==> src/rtl/shift_pkg.sv <==
// Shared constants for the multi-cycle shifter: operation codes, FSM encoding, default coarse step.
// Pure declarations, no logic; no flow control.
// Imported by shift_step and shift_seq_unit.
package shift_pkg;

    localparam int SHIFT_STEP = 4;

    localparam logic [1:0] SHIFT_SRL = 2'b00;
    localparam logic [1:0] SHIFT_SLL = 2'b01;
    localparam logic [1:0] SHIFT_SRA = 2'b10;
    localparam logic [1:0] SHIFT_RSV = 2'b11;

    localparam logic [1:0] ST_IDLE  = 2'd0;
    localparam logic [1:0] ST_SHIFT = 2'd1;
    localparam logic [1:0] ST_DONE  = 2'd2;

endpackage

==> src/rtl/shift_step.sv <==
// Fixed-distance shift of one operand by AMT bits, selected by operation code.
// Latency: purely combinational.
// Backpressure: none; the output follows the inputs.
module shift_step
    import shift_pkg::*;
#(
    parameter int AMT   = 1,
    parameter int WIDTH = 32
) (
    input  logic [WIDTH-1:0] x,
    input  logic [1:0]       mode,
    output logic [WIDTH-1:0] y
);

    always_comb begin
        y = x;
        case (mode)
            SHIFT_SRL: y = x >> AMT;
            SHIFT_SLL: y = x << AMT;
            // Arithmetic shift replicates the sign bit on every iteration.
            SHIFT_SRA: y = $signed(x) >>> AMT;
            default:   y = x;
        endcase
    end

endmodule

==> src/rtl/shift_seq_unit.sv <==
// Iterative SRL/SLL/SRA shifter: coarse STEP-bit steps, then single-bit steps.
// Latency: shamt/STEP + shamt%STEP + 1 cycles from the accepting edge to done.
// Backpressure: start is ignored while busy; a new start is accepted in IDLE or DONE.
module shift_seq_unit
    import shift_pkg::*;
#(
    parameter int WIDTH = 32,
    parameter int SHW   = 5,
    parameter int STEP  = SHIFT_STEP
) (
    input  logic             clk,
    input  logic             rst,
    input  logic             start,
    input  logic [WIDTH-1:0] a,
    input  logic [SHW-1:0]   shamt,
    input  logic [1:0]       mode,
    output logic             busy,
    output logic             done,
    output logic [WIDTH-1:0] result
);

    logic [1:0]       state;
    logic [WIDTH-1:0] acc;
    logic [SHW-1:0]   rem;
    logic [1:0]       op;

    logic [WIDTH-1:0] y_coarse;
    logic [WIDTH-1:0] y_fine;
    logic [WIDTH-1:0] step_y;
    logic [SHW-1:0]   rem_nxt;
    logic             use_coarse;
    logic             accept;

    shift_step #(.AMT(STEP), .WIDTH(WIDTH)) u_step_coarse (
        .x    (acc),
        .mode (op),
        .y    (y_coarse)
    );

    shift_step #(.AMT(1), .WIDTH(WIDTH)) u_step_fine (
        .x    (acc),
        .mode (op),
        .y    (y_fine)
    );

    assign busy   = (state == ST_SHIFT);
    assign done   = (state == ST_DONE);
    assign accept = start && !busy;

    always_comb begin
        use_coarse = (rem >= SHW'(STEP));
        step_y     = use_coarse ? y_coarse : y_fine;
        rem_nxt    = use_coarse ? (rem - SHW'(STEP)) : (rem - SHW'(1));
    end

    // result is loaded on the edge that enters DONE so it is valid while done is high.
    always_ff @(posedge clk) begin
        if (rst) begin
            state  <= ST_IDLE;
            acc    <= '0;
            rem    <= '0;
            op     <= SHIFT_SRL;
            result <= '0;
        end else begin
            case (state)
                ST_IDLE, ST_DONE: begin
                    if (accept) begin
                        acc <= a;
                        rem <= shamt;
                        op  <= mode;
                        if (shamt == '0 || mode == SHIFT_RSV) begin
                            state  <= ST_DONE;
                            result <= (mode == SHIFT_RSV) ? '0 : a;
                        end else begin
                            state <= ST_SHIFT;
                        end
                    end else begin
                        state <= ST_IDLE;
                    end
                end
                ST_SHIFT: begin
                    acc <= step_y;
                    rem <= rem_nxt;
                    if (rem_nxt == '0) begin
                        state  <= ST_DONE;
                        result <= step_y;
                    end
                end
                default: state <= ST_IDLE;
            endcase
        end
    end

endmodule

==> config.mk <==
export PLATFORM = sky130hd
export DESIGN_NAME = shift_seq_unit
export DESIGN_NICKNAME = d
export VERILOG_FILES = /design/src/rtl/shift_pkg.sv /design/src/rtl/shift_step.sv /design/src/rtl/shift_seq_unit.sv
export SDC_FILE = /design/constraint.sdc
export NUM_CORES = 1
export LEC_CHECK = 0
export ABC_AREA = 0
export CAP_MARGIN = 20
export CORE_MARGIN = 8
export CORE_UTILIZATION = 50
export DETAILED_ROUTE_END_ITERATION = 8
export DONT_BUFFER_PORTS = 1
export PLACE_DENSITY_LB_ADDON = 0.08
export SYNTH_ARGS = -nofsm -noshare
export SYNTH_HDL_FRONTEND = slang
export SYNTH_SLANG_ARGS = --single-unit
==> constraint.sdc <==
create_clock -name clk -period 2.4 [get_ports clk]
set_clock_uncertainty 0.2 [all_clocks]
set_input_delay 0.72 -clock clk [delete_from_list [all_inputs] [get_ports clk]]
set_output_delay 0.72 -clock clk [all_outputs]
set_load 0.02 [all_outputs]
## After elaboration in Yosys (flattened, before gate mapping)

Cells that the tools add are included.

| storage, ports and cells | value |
|---|---|
| word-level logic and storage cells | 45 |
| flip-flop bits (word level) | 73 |
| input port bits | 42 |

| cells by class | value |
|---|---|
| reduce and logical (&&, ||, !) cells | 12 |
| magnitude comparators | 1 |
| eq/ne operators | 8 |
| multiplexer cells | 17 |
| add/subtract/negate cells | 2 |

Operators with widths:

| cell | count |
|---|---|
| 32-bit two-way mux | 6 |
| 32-bit case mux with 3 select lines | 2 |
| 32-bit case mux with 2 select lines | 2 |
| 5-bit zero test | 2 |
| 5-bit two-way mux | 2 |
| 5-bit case mux with 2 select lines | 1 |
| 2-bit == test, second input constant | 3 |
| 2-bit two-way mux | 3 |
| 5-bit by 3-bit >= comparator with 1-bit output, second input constant | 1 |
| 5-bit by 1-bit subtractor with 5-bit output, second input constant | 1 |
| 5-bit by 3-bit subtractor with 5-bit output, second input constant | 1 |
| 2-bit by 1-bit == test with 1-bit output, second input constant | 2 |
| 2-bit zero test | 2 |
| 2-bit != test, second input constant | 2 |
| 2-bit case mux with 2 select lines | 1 |
| 2-bit AND reduction | 2 |
| 4-bit AND reduction | 1 |
| 2-bit by 1-bit != test with 1-bit output, second input constant | 1 |
| 2-bit nonzero test | 1 |
| 2-bit OR reduction | 1 |
| 1-bit logical AND | 1 |
| 1-bit zero test | 1 |
| 1-bit logical OR | 1 |

## Logic depth before layout (Yosys ltp)

| depth | value |
|---|---|
| depth after elaboration | 5 |
| depth in mapped cells | 9 |
| gate-level depth less buffers | 7 |

## Modules after synthesis

Synthesis repeated with hierarchy kept, for this count alone.

| second synthesis, totals | value |
|---|---|
| cell total of the unflattened synthesis | 679 |
| area total of the unflattened synthesis | 6167.2 um2 |

By module, submodules not included:

| module | times used | area each (um2) | cells an instance | seq. area each (um2) |
|---|---|---|---|---|
| shift_seq_unit | 1 | 4764.6 | 469 | 1461.4 |
| shift_step (u_step_coarse) | 1 | 709.4 | 103 | 0.0 |
| shift_step (u_step_fine) | 1 | 693.2 | 107 | 0.0 |

## Worst setup path before layout

OpenSTA, ideal clock, no wires.

| timing | value |
|---|---|
| path kind | reg2reg |
| start point | register rem[0] |
| end point | register result[31] |
| data required time | 2.083 ns |
| buffers on the path | 0 |
| setup time | 0.117 ns |
| setup slack | -0.054 ns |
| arrival | 2.137 ns |
| cell stages (with the launch flop) | 8 |
| clock period less this slack | 2.454 ns |
| path through | dfxtp_1 -> inv_1 -> ha_1 -> a2111oi_4 -> mux2_2 -> a221oi_1 -> nor2_1 -> a22o_1 |

| between the ends | value |
|---|---|
| word-level cells in the longest chain between the ends | 5 |
| elaborated cells on any way between the ends | 10 |
| those cells by class | add/sub (2); order compare (1); eq/ne (1); mux (4); reduce/logical (2) |

Ends and longest elaborated chain:

| what | line | RTL |
|---|---|---|
| start, declared | shift_seq_unit.sv:24 | `logic [SHW-1:0] rem;` |
| start signal, assigned | shift_seq_unit.sv:69 | `rem <= shamt;` |
| start signal, assigned | shift_seq_unit.sv:83 | `rem <= rem_nxt;` |
| 5-bit by 1-bit subtractor with 5-bit output, or another cell as far along | shift_seq_unit.sv:53 | `rem_nxt = use_coarse ? (rem - SHW'(STEP)) : (rem - SHW'(1));` |
| 5-bit two-way mux | shift_seq_unit.sv:53 |  |
| 5-bit zero test | shift_seq_unit.sv:84 | `if (rem_nxt == '0) begin` |
| 2-bit by 1-bit != test with 1-bit output (no line) | - |  |
| 4-bit AND reduction (no line) | - |  |
| end signal, assigned | shift_seq_unit.sv:73 | `result <= (mode == SHIFT_RSV) ? '0 : a;` |
| end signal, assigned | shift_seq_unit.sv:86 | `result <= step_y;` |
| end, declared | shift_seq_unit.sv:19 | `output logic [WIDTH-1:0] result` |

Several ways; a longest one is shown, not always the timed one. The select of a mux whose other input is x is not followed.
A chain may end at the register's enable or synchronous reset.

## Worst setup path in the final report

| timing | value |
|---|---|
| start point | register rem[0] |
| end point | register acc[2] |

| between the ends | value |
|---|---|
| word-level cells in the longest chain between the ends | 3 |

Ends and longest elaborated chain:

| what | line | RTL |
|---|---|---|
| 5-bit by 3-bit >= comparator with 1-bit output | shift_seq_unit.sv:51 | `use_coarse = (rem >= SHW'(STEP));` |
| 32-bit two-way mux | shift_seq_unit.sv:52 | `step_y = use_coarse ? y_coarse : y_fine;` |
| 32-bit case mux with 2 select lines | shift_seq_unit.sv:65 | `case (state)` |
| end signal, assigned | shift_seq_unit.sv:82 | `acc <= step_y;` |
| end, declared | shift_seq_unit.sv:23 | `logic [WIDTH-1:0] acc;` |

Every way passes these cells.

==> out/metrics.yaml <==
max_freq_ghz: 0.412
synth_top_cell_area_share: 0.333
first_global_vias: 4072
dp_hpwl_um: 9150
gp_congestion: 0.885
via_per_inst: 6.36
vias: 4339
clk_path_buf_depth: 2
fin_cells: 682
synth-edff-count: 0
vdd_drop_max_uv: 299
ys_types: 53
grt_antenna_before_repair: 0
die_height_um: 110
slew_headroom: 0.567
grt_use_met2: 0.348
critPathMaxFanout: 8
tightest_slew_ns: 0.650
synth_top_cell_by_area: "dfxtp_1"
power.leakage_nw: 1.91
numPortBuffers: 0
start_util: 0.509
synthesis.area_um2: 4390
ys_ff_latch: 73
status: "complete, but fails checks"
finalSetupViolations: 21
post-route-min-period_ns: 2.43
cts_tree: "built"
syn_nets: 617
power.density_nw_per_um2: 711
intPower_mw: 2.29
io_pins: 76
synth_top_flop_cell: "dfxtp_1"
finalNetCount: 618
grt_start_max_net_pins: 48
grt_use_total: 0.219
end_kind: "register"
rows: 34
pwr-share-clk: 0.251
grt_busiest_layer: "met2"
grt_pass1_wl_um: 21200
drt-wirelength-per-cell_um: 19.8
syn_to_final_growth_pct: 13.4
clk_latency_ns: 0.35
drt-total-wl_um: 13500
cts_buffers: 9
synthCells: 571
drive_gt1_frac: 0.143
slew_viol_final: 0
seq_area_frac_synth: 0.333
rsz0062_at_grt: "true"
seqPwrFrac: 0.421
yosysWarningCount: 0
overflow: 0
first_pass_iters: 7
grt.met1_usage: 0.282
start_kind: "register"
synth.avg_cell_area_um2: 7.69
min_period_over_period: 1.01
worst_slack_ns: -0.0270
n_antenna_cell: 0
final_util: 0.577
switchingPower_mw: 1.25
violations: "negative setup slack"
critical_path_class: "register to register"
antenna_left: 0
p_comb_frac: 0.328
ys_top_cells_by_area: "dfxtp_1 33%, nand2_1 13%, a32o_1 5.0%"
coreArea_um2: 8640
use_met3: 0.0481
timing_hold_violations_final: 0
drc: 0
htreeDepth: 3
switching_share: 0.353
place_inst: 665
cp.arrival_ns: 2.48
clkTransAtPathRegs_ns: 0.08
holdCritPathClass: "input port to register"
dieArea_um2: 12000
die_x_um: 110
cts.sink_count: 73
async_reset_ff_frac: 0
maxCapViolations: 0
drt_iter0_markers: 252
cp.required_ns: 2.46
root_buffer: "clkbuf_8"
worst max-delay path, stage by stage (launching register included):
cell	delay, ns
dfxtp_2	0.34
inv_1	0.05
ha_2	0.20
a2111o_1	0.45
buf_8	0.18
clkbuf_4	0.18
nor2_2	0.15
a221oi_1	0.11
a31o_1	0.22
a311oi_1	0.24
power groups by stage:
stage               registers [mW]  clock network [mW]  logic, mW
floorplan                     1.47                   0      0.768
global placement              1.51                   0       1.01
detailed placement            1.51                   0       1.04
CTS                           1.48               0.898       1.05
global route                  1.50               0.942       1.27
finish                        1.49               0.890       1.16
path summary, 6_finish.rpt:
| kind | slack, ns | endpoint | depth (start not counted) | from |
|---|---|---|---|---|
| hold / removal | 0.22 | rem[2]$_SDFFE_PP0P_ | 1 | rst |
| setup reg to reg | -0.03 | acc[2]$_SDFFE_PP0P_ | 9 | rem[0]$_SDFFE_PP0P_ |
| hold reg to reg | 0.31 | acc[31]$_SDFFE_PP0P_ | 2 | acc[31]$_SDFFE_PP0P_ |
| setup / recovery | -0.03 | acc[2]$_SDFFE_PP0P_ | 9 | rem[0]$_SDFFE_PP0P_ |
synth_stat cells (15+ instances only):
cell,n
a21oi_1,29
a221oi_1,15
a31oi_1,24
a32o_1,22
and2_1,23
clkbuf_1,30
dfxtp_1,73
mux2i_1,17
nand2_1,148
nor2_1,20
o211ai_1,16
o21ai_0,15
flip-flops by register name, summed over array words and instances, names as in the netlist:
register,count
acc,32
op,2
rem,5
result,32
state,2
through the flow:
stage               setup WS [ns]  total power, mW  hold slack (ns)  setup TNS [ns]  area [um2]
global route               -0.104             3.71            0.212           -2.51        4980
finish                    -0.0270             3.54            0.224          -0.200        4980
detailed placement        -0.0756             2.55            0.299           -1.77        4670
floorplan                -0.00137             2.24            0.287        -0.00137        4400
CTS                        0.0182             3.44            0.227               0        4860
global placement          -0.0436             2.52            0.296          -0.525        4670
layout by cell type (no fill, tap or decap), types with 3 or more instances in the layout:
master / Yosys / final
a2111oi_0: 5 / 4
a211oi_1: 6 / 5
a21boi_2: 0 / 3
a21o_1: 12 / 12
a21oi_1: 29 / 28
a221oi_1: 15 / 14
a22o_1: 6 / 6
a2bb2oi_1: 3 / 3
a311oi_1: 10 / 8
a31oi_1: 24 / 24
a32o_1: 22 / 22
and2_1: 23 / 23
buf_12: 0 / 5
buf_4: 2 / 31
clkbuf_8: 0 / 12
dfxtp_1: 73 / 69
dfxtp_2: 0 / 4
inv_1: 6 / 5
mux2i_1: 17 / 17
nand2_1: 148 / 148
nand3_1: 4 / 4
nor2_1: 20 / 18
nor2b_1: 12 / 11
nor3_1: 7 / 6
o211ai_1: 16 / 16
o21ai_0: 15 / 13
o21ai_1: 1 / 3
o21bai_1: 3 / 3
o2bb2ai_1: 3 / 3
or3_1: 3 / 3
cells by family after synthesis:
family                   Yosys count  synth area share
flip-flops                        73             0.333
AO/OA/AOI/OAI                    190             0.330
buffers and inverters             60            0.0581
adder cells (fa/ha/maj)            4            0.0114
AND/OR/NAND/NOR                  225             0.225
multiplexers                      18            0.0413
XOR/XNOR                           1           0.00199
area by class of cell:
cell class / count / area (um2)
Fill cell: 791 / 3650
Multi-Input combinational cell: 438 / 2760
Sequential cell: 73 / 1470
Timing Repair Buffer: 42 / 418
Clock buffer: 13 / 169
Tap cell: 108 / 135
Inverter: 8 / 30.0
layer usage:
metal / part of all wire / wire length (um) / up-vias
met4: 0.021 / 289 / 0
li1: - / - / 2087
met3: 0.074 / 997 / 22
met1: 0.44 / 5960 / 2075
met5: 0 / 0 / -
met2: 0.46 / 6290 / 155
timing repair:
action	in CTS	in global routing
buffers inserted	0	3
hold buffers	0	0
setup endpoints to repair	30	38
pin swaps	2	7
gates cloned	0	1
resized for setup	5	26
No activity file was read; power rests on OpenSTA's default activity.
